### src/rtl/elevator_motion_ctrl.sv
// Elevator motion/door sequencer: floor-by-floor travel, door timer, clear strobes.
// Optional `ELEV_CLOSE_BUTTON_EN` lets close_button cut the door timer short.
module elevator_motion_ctrl #(
  parameter int N          = 6,
  parameter int TRAVEL_CYC = 8,
  parameter int DOOR_CYC   = 10
) (
  input  logic         clk,
  input  logic         rst_n,
  input  logic         req_up_in,
  input  logic         req_down_in,
  input  logic         req_up_out,
  input  logic         req_down_out,
  input  logic         req_up_cur,
  input  logic         req_down_cur,
  input  logic         req_current,
  input  logic         req_up_max,
  input  logic         req_down_min,
  input  logic         open_button,
  input  logic         close_button,
  output logic [N-1:0] cur_floor,
  output logic         moving_up,
  output logic         moving_down,
  output logic         door_open,
  output logic [N-1:0] clr_floor,
  output logic         clr_up,
  output logic         clr_down
);

  localparam int TW = $clog2(TRAVEL_CYC + 1);
  localparam int DW = $clog2(DOOR_CYC + 1);

  typedef enum logic [1:0] {IDLE, MOVE, ARRIVE, DOOR} state_t;

  state_t        state, state_d;
  logic          dir_up, dir_d;
  logic [TW-1:0] tcnt, tcnt_d;
  logic [DW-1:0] dcnt, dcnt_d;
  logic [N-1:0]  floor_d;
  logic          up_req, dn_req;
  logic          close_hit;
  logic          door_entry;

`ifdef ELEV_CLOSE_BUTTON_EN
  assign close_hit = close_button;
`else
  logic close_unused;
  assign close_unused = close_button;
  assign close_hit    = 1'b0;
`endif

  // Travel requests are masked at the shaft ends so cur_floor stays one-hot.
  assign up_req = (req_up_in | req_up_out) & ~cur_floor[N-1];
  assign dn_req = (req_down_in | req_down_out) & ~cur_floor[0];

  always_comb begin
    state_d = state;
    dir_d   = dir_up;
    tcnt_d  = tcnt;
    dcnt_d  = dcnt;
    floor_d = cur_floor;
    case (state)
      IDLE: begin
        if (req_current) begin
          state_d = DOOR;
        end else if (dir_up) begin
          if (up_req) begin
            state_d = MOVE;
          end else if (dn_req) begin
            state_d = MOVE;
            dir_d   = 1'b0;
          end
        end else begin
          if (dn_req) begin
            state_d = MOVE;
          end else if (up_req) begin
            state_d = MOVE;
            dir_d   = 1'b1;
          end
        end
      end
      MOVE: begin
        if (tcnt == '0) begin
          floor_d = dir_up ? (cur_floor << 1) : (cur_floor >> 1);
          state_d = ARRIVE;
        end else begin
          tcnt_d = tcnt - TW'(1);
        end
      end
      ARRIVE: begin
        if (dir_up) begin
          if (req_up_cur | req_up_max) begin
            state_d = DOOR;
          end else if (up_req) begin
            state_d = MOVE;
          end else if (req_current) begin
            state_d = DOOR;
          end else if (dn_req) begin
            state_d = MOVE;
            dir_d   = 1'b0;
          end else begin
            state_d = IDLE;
          end
        end else begin
          if (req_down_cur | req_down_min) begin
            state_d = DOOR;
          end else if (dn_req) begin
            state_d = MOVE;
          end else if (req_current) begin
            state_d = DOOR;
          end else if (up_req) begin
            state_d = MOVE;
            dir_d   = 1'b1;
          end else begin
            state_d = IDLE;
          end
        end
      end
      DOOR: begin
        if (open_button) begin
          dcnt_d = DW'(DOOR_CYC - 1);
        end else if (dcnt == '0) begin
          state_d = IDLE;
        end else if (close_hit) begin
          dcnt_d = '0;
        end else begin
          dcnt_d = dcnt - DW'(1);
        end
      end
      default: state_d = IDLE;
    endcase
    if (state_d == MOVE && state != MOVE) tcnt_d = TW'(TRAVEL_CYC - 1);
    if (state_d == DOOR && state != DOOR) dcnt_d = DW'(DOOR_CYC - 1);
  end

  assign door_entry = (state_d == DOOR) && (state != DOOR);

  always_ff @(posedge clk) begin
    if (!rst_n) begin
      state       <= IDLE;
      cur_floor   <= N'(1);
      dir_up      <= 1'b1;
      tcnt        <= '0;
      dcnt        <= '0;
      moving_up   <= 1'b0;
      moving_down <= 1'b0;
      door_open   <= 1'b0;
      clr_floor   <= '0;
      clr_up      <= 1'b0;
      clr_down    <= 1'b0;
    end else begin
      state       <= state_d;
      cur_floor   <= floor_d;
      dir_up      <= dir_d;
      tcnt        <= tcnt_d;
      dcnt        <= dcnt_d;
      moving_up   <= (state_d == MOVE) && dir_d;
      moving_down <= (state_d == MOVE) && !dir_d;
      door_open   <= (state_d == DOOR);
      clr_floor   <= door_entry ? floor_d : '0;
      clr_up      <= door_entry && dir_d;
      clr_down    <= door_entry && !dir_d;
    end
  end

endmodule

### config.mk
export PLATFORM = sky130hd
export DESIGN_NAME = elevator_motion_ctrl
export DESIGN_NICKNAME = d
export VERILOG_FILES = /design/src/rtl/elevator_motion_ctrl.sv
export SDC_FILE = /design/constraint.sdc
export NUM_CORES = 1
export LEC_CHECK = 0
export CORE_MARGIN = 8
export CORE_UTILIZATION = 30
export CTS_CLUSTER_DIAMETER = 60
export CTS_CLUSTER_SIZE = 25
export DETAILED_ROUTE_END_ITERATION = 7
export SYNTH_ARGS = -nofsm -noshare
export SYNTH_HDL_FRONTEND = slang
export SYNTH_SLANG_ARGS = --single-unit
### constraint.sdc
create_clock -name clk -period 1.8 [get_ports clk]
set_input_delay 0.27 -clock clk [delete_from_list [all_inputs] [get_ports clk]]
set_output_delay 0.27 -clock clk [all_outputs]
set_load 0.005 [all_outputs]
# ---- Word-level counts from Yosys, hierarchy flattened
# Cells that the tools add are included.
dict set report op_classes {
  add_sub_neg 2
  mux 43
  n_reduce_logical 19
  bitwise_logic 10
  n_eq_ne 10
}
# operator count
set op_table {}
lappend op_table {{$mux 2} 16}
lappend op_table {{$mux 6} 3}
lappend op_table {{$mux 4} 4}
lappend op_table {{$mux 1} 15}
lappend op_table {{$reduce_and 2->1} 5}
lappend op_table {{$mux 3} 3}
lappend op_table {{$logic_not 4->1} 2}
lappend op_table {{$pmux 2 s4} 1}
lappend op_table {{$sub 4x1->4 const B} 2}
lappend op_table {{$eq 2x2->1 const B} 3}
lappend op_table {{$logic_and 1x1->1} 6}
lappend op_table {{$eq 2x1->1 const B} 2}
lappend op_table {{$ne 2x1->1 const B} 2}
lappend op_table {{$ne 2x2->1 const B} 2}
lappend op_table {{$not 1->1} 4}
lappend op_table {{$or 1x1->1} 4}
lappend op_table {{$reduce_bool 2->1} 2}
lappend op_table {{$reduce_or 2->1} 2}
lappend op_table {{$ne 3x3->1 const B} 1}
lappend op_table {{$and 1x1->1} 2}
lappend op_table {{$logic_not 2->1} 1}
lappend op_table {{$pmux 1 s2} 1}
lappend op_table {{$logic_not 1->1} 1}
dict set report totals {
  regBits 28
  output_inout_bits 17
}

# ---- Logic depth before layout (Yosys ltp)
dict set report depth {
  word_depth 12
  depth_mapped 8
  ltp_nobuf 7
}

# ---- Least setup slack after synthesis
# Ideal clock, no wire load.
dict set report synth_path {
  path_type {register to register}
  start {register dcnt[0]}
  end {register clr_down}
  arrival_ns 1.605
  n_path_buf 1
  slack_ns 0.115
  setup_ns 0.080
  synth_period_minus_slack_ns 1.685
  path_stages_with_launch 9
  path_cell_list {dfxtp_1 inv_1 ha_1 nor4b_2 or2_2 o2111ai_4 nand3_1 buf_4 nor3b_1}
}
dict set report synth_between {
  elab_chain_cells 7
}
# element line
set synth_lines {}
lappend synth_lines {{start, declared} 38} ;# logic [DW-1:0] dcnt, dcnt_d;
lappend synth_lines {{start signal, assigned} 156} ;# dcnt <= dcnt_d;
lappend synth_lines {{$logic_not 4->1} 122} ;# end else if (dcnt == '0) begin
lappend synth_lines {{$mux 2} 122}
lappend synth_lines {{$mux 2} 120} ;# if (open_button) begin
lappend synth_lines {{$pmux 2 s4} 62} ;# case (state)
lappend synth_lines {{$eq 2x2->1} 136} ;# assign door_entry = (state_d == DOOR) && (state != DOOR);
lappend synth_lines {{$logic_and 1x1->1} 136}
lappend synth_lines {{$logic_and 1x1->1} 162} ;# clr_down <= door_entry && !dir_d;
lappend synth_lines {{end signal, assigned} 162}
lappend synth_lines {{end, declared} 27} ;# output logic clr_down
# No other way between the ends.
# A chain may end at the register's enable or synchronous reset.

# ---- Final worst setup path
dict set report layout_path {
  start {input port req_down_min}
  end {register dcnt[1]}
}
dict set report layout_between {
  elab_chain_cells 7
}
# element line
set layout_lines {}
lappend layout_lines {{start, declared} 18} ;# input logic req_down_min,
lappend layout_lines {{$or 1x1->1} 105} ;# if (req_down_cur | req_down_min) begin
lappend layout_lines {{$mux 2} 105}
lappend layout_lines {{$mux 2} 91} ;# if (dir_up) begin
lappend layout_lines {{$pmux 2 s4} 62}
lappend layout_lines {{$eq 2x2->1} 133} ;# if (state_d == DOOR && state != DOOR) dcnt_d = DW'(DOOR_CYC - 1);
lappend layout_lines {{$logic_and 1x1->1} 133}
lappend layout_lines {{$reduce_or 2->1 (no line)} n/a}
# No other way between the ends.

==> results.yml <==
power_and_ir_drop:
  leakage_nw: 0.708
  comb_power_share: 0.480
  pwr-share-seq: 0.381
  ir_drop_mv: 0.610
  netSwitchingFraction: 0.347
  intPower_mw: 1.51
  p_sw_mw: 0.802
  p_clk_frac: 0.139
  p_per_area_nw_per_um2: 1250
routing:
  drtIter0Drc: 34
  route.detailed.drc: 0
  vias: 1184
  viasPerCell: 4.89
  wirelength_mm: 3.12
  firstDrtPassIters: 4
  avgRoutedWirePerCell_um: 12.9
  ant_nets: 0
place:
  dp_slack_ns: -0.226
  dp_hpwl_mm: 2.32
  routabilityCongestion: 0.873
  dp_cells: 238
  numPortBuffers: 28
global_route:
  grt_antenna_before_repair: 0
  track_usage: 0.0982
  grt.overflow.total: 0
  grt_max_degree: 19
  grt_pass1_wl_mm: 5.24
  grt_pass1_vias: 1193
run_status:
  outcome: "finished clean"
final_layout:
  final_layout_size_suffix_gt1_frac: 0.232
  final_util: 0.434
  diodes: 0
  nets: 208
  stdcell_count: 242
  seqCellArea_um2: 566
  multi_input_area_um2: 736
  area_growth_pct: 42.5
  fillers: 422
synthesis:
  yosysSeqAreaShare: 0.432
  synth.top_cell.area_share: 0.432
  synthArstFlopShare: 0
  synth_top_cell_by_area: "dfxtp_1"
  synth_ff_type: "dfxtp_1"
  yosysWarnings: 0
  synth-edff-count: 0
  synthTopCellsByArea: "dfxtp_1 43%, a21oi_1 5.0%, nor2_1 4.9%, nor3_1 4.2%, nand2_1 3.5%"
  synthCells: 145
  ys_types: 36
  ys_ff_latch: 28
  yosysMostFrequentCell: "dfxtp_1"
  synth.avg_cell_area_um2: 8.95
  synth_common_cells: "28 x dfxtp_1, 17 x nor2_1, 13 x a21oi_1"
  synth_area_um2: 1300
  synth_nets: 161
setup_path:
  startpoint: "req_down_min"
  cp.required_ns: 1.99
  r2r-end: "dcnt[1]"
  r2r_start: "tcnt[0]"
  critPathMaxFanout: 6
  worstRegToRegCells: 8
  crit_end: "dcnt[1]"
  critPathArrivalTime_ns: 1.86
  criticalPathCategory: "input port to flop"
  regToRegSetupSlack_ns: 0.14
  setup.worst_path.end_class: "flop"
  worst_setup_path_start_kind: "input port"
timing:
  fmax_ghz: 0.600
  rsz0062_at_grt: "false"
  finClkSkew_ns: 0.00129
  hold_viol: 0
  final.setup.tns_ns: 0
  holdWs_ns: 0.557
  fin_ws_ns: 0.133
  fin_crit_sh: 0.926
  setup_viol: 0
  worst_pin_slew_ns: 0.347
  period_needed_ns: 1.67
  slew_viol_final: 0
  maxSlewHeadroom: 0.767
clock_tree:
  htree_levels: 1
  clock-sinks: 28
  clock_latency_ns: 0.26
  clock-root-buffer: "clkbuf_8"
  postCtsHoldBufs: 0
  cts_tree: "yes"
  path_clk_slew_ns: 0.09
  cts_buffer_depth: 2
  cts_buffers: 3
floorplan:
  fp-row-count: 24
  io_pins: 30
  die_h_um: 81.8
  die_w_um: 81.8
  start_util: 0.304
  die_area_um2: 6690
  core_area_um2: 4260
run:
  max_cap_violations: 0
hold_path:
  hp-class: "flop to flop"
  worstHoldStart: "tcnt[0]"
## per-layer routing
| layer | vias up | wire length [um] | global-route usage |
|---|---|---|---|
| met4 | 0 | 34 | 0.0316 |
| met2 | 23 | 1500 | 0.174 |
| met5 | - | 0 | 0 |
| li1 | 600 | - | - |
| met1 | 557 | 1390 | 0.109 |
| met3 | 4 | 189 | 0.0295 |
## cells by family after synthesis
group | after synthesis | share of synthesized area
buf+inv | 10 | 0.0376
simple gates | 69 | 0.289
fa+ha+maj | 3 | 0.0289
flops | 28 | 0.432
compound gates | 28 | 0.161
mux | 4 | 0.0309
xor+xnor | 3 | 0.0203
## through the flow
| stage | total power [mW] | area, um^2 |
|---|---|---|
| 2_1_floorplan | 1.50 | 1300 |
| 3_3_place_gp | 1.87 | 1740 |
| 3_5_place_dp | 1.89 | 1740 |
| 4_1_cts | 2.23 | 1790 |
| 5_1_grt | 2.51 | 1850 |
| 6_report | 2.31 | 1850 |
## layout make-up
class	count	area share
repair buffers	46	0.227
inverters	6	0.0122
flip-flops and latches	28	0.306
multi-input cells	107	0.398
well taps	52	0.0352
clock buffers	3	0.0223
## worst max-delay path, stage by stage
cell and delay [ns]:
clkdlybuf4s50_1 0.43, or3_4 0.41, buf_4 0.15, nand2_1 0.07
nand4_1 0.14, nand3_2 0.13, buf_6 0.12, nor3b_2 0.14
## sequential cells by signal (all words and copies together), names as in the netlist
| signal | cells |
|---|---|
| state | 2 |
| cur_floor | 6 |
| clr_down | 1 |
| clr_up | 1 |
| moving_up | 1 |
| dcnt | 4 |
| dir_up | 1 |
| tcnt | 4 |
| door_open | 1 |
| clr_floor | 6 |
| moving_down | 1 |
## worst min path at each step
stage                   end  cells after the start
2_1_floorplan  cur_floor[0]                      1
3_3_place_gp        dcnt[1]                      2
3_5_place_dp   cur_floor[1]                      2
4_1_cts             dcnt[1]                      2
5_1_grt             tcnt[0]                      2
6_report            tcnt[0]                      2
## timing repair
item,4_1_cts,5_1_grt
gates cloned,0,1
endpoints found under the setup margin,1,14
gates resized for setup,1,17
setup buffers,0,0
pin swaps,0,3
## power by group through the flow
stage,clock (mW),sequential (mW),combinational [mW]
after CTS,0.338,0.870,1.02
after global placement,0,0.880,0.986
after detailed placement,0,0.882,1.00
after floorplan,0,0.867,0.637
final,0.322,0.881,1.11
after global routing,0.376,0.901,1.23
## cells in the final DEF (no fill, tap or decap), types with 3 or more instances in the layout
cell type / synthesis / layout
nor3_1: 11 / 9
o21ai_0: 6 / 6
nor3b_2: 0 / 3
nor2_1: 17 / 17
mux2i_1: 4 / 4
buf_4: 1 / 17
clkdlybuf4s50_1: 0 / 28
dfxtp_2: 0 / 4
clkbuf_8: 0 / 3
a21oi_1: 13 / 13
inv_1: 5 / 5
and2_1: 3 / 3
o21bai_1: 3 / 3
nand3_1: 5 / 3
nand2_1: 12 / 11
dfxtp_1: 28 / 24
(Power assumes the default switching activity.)
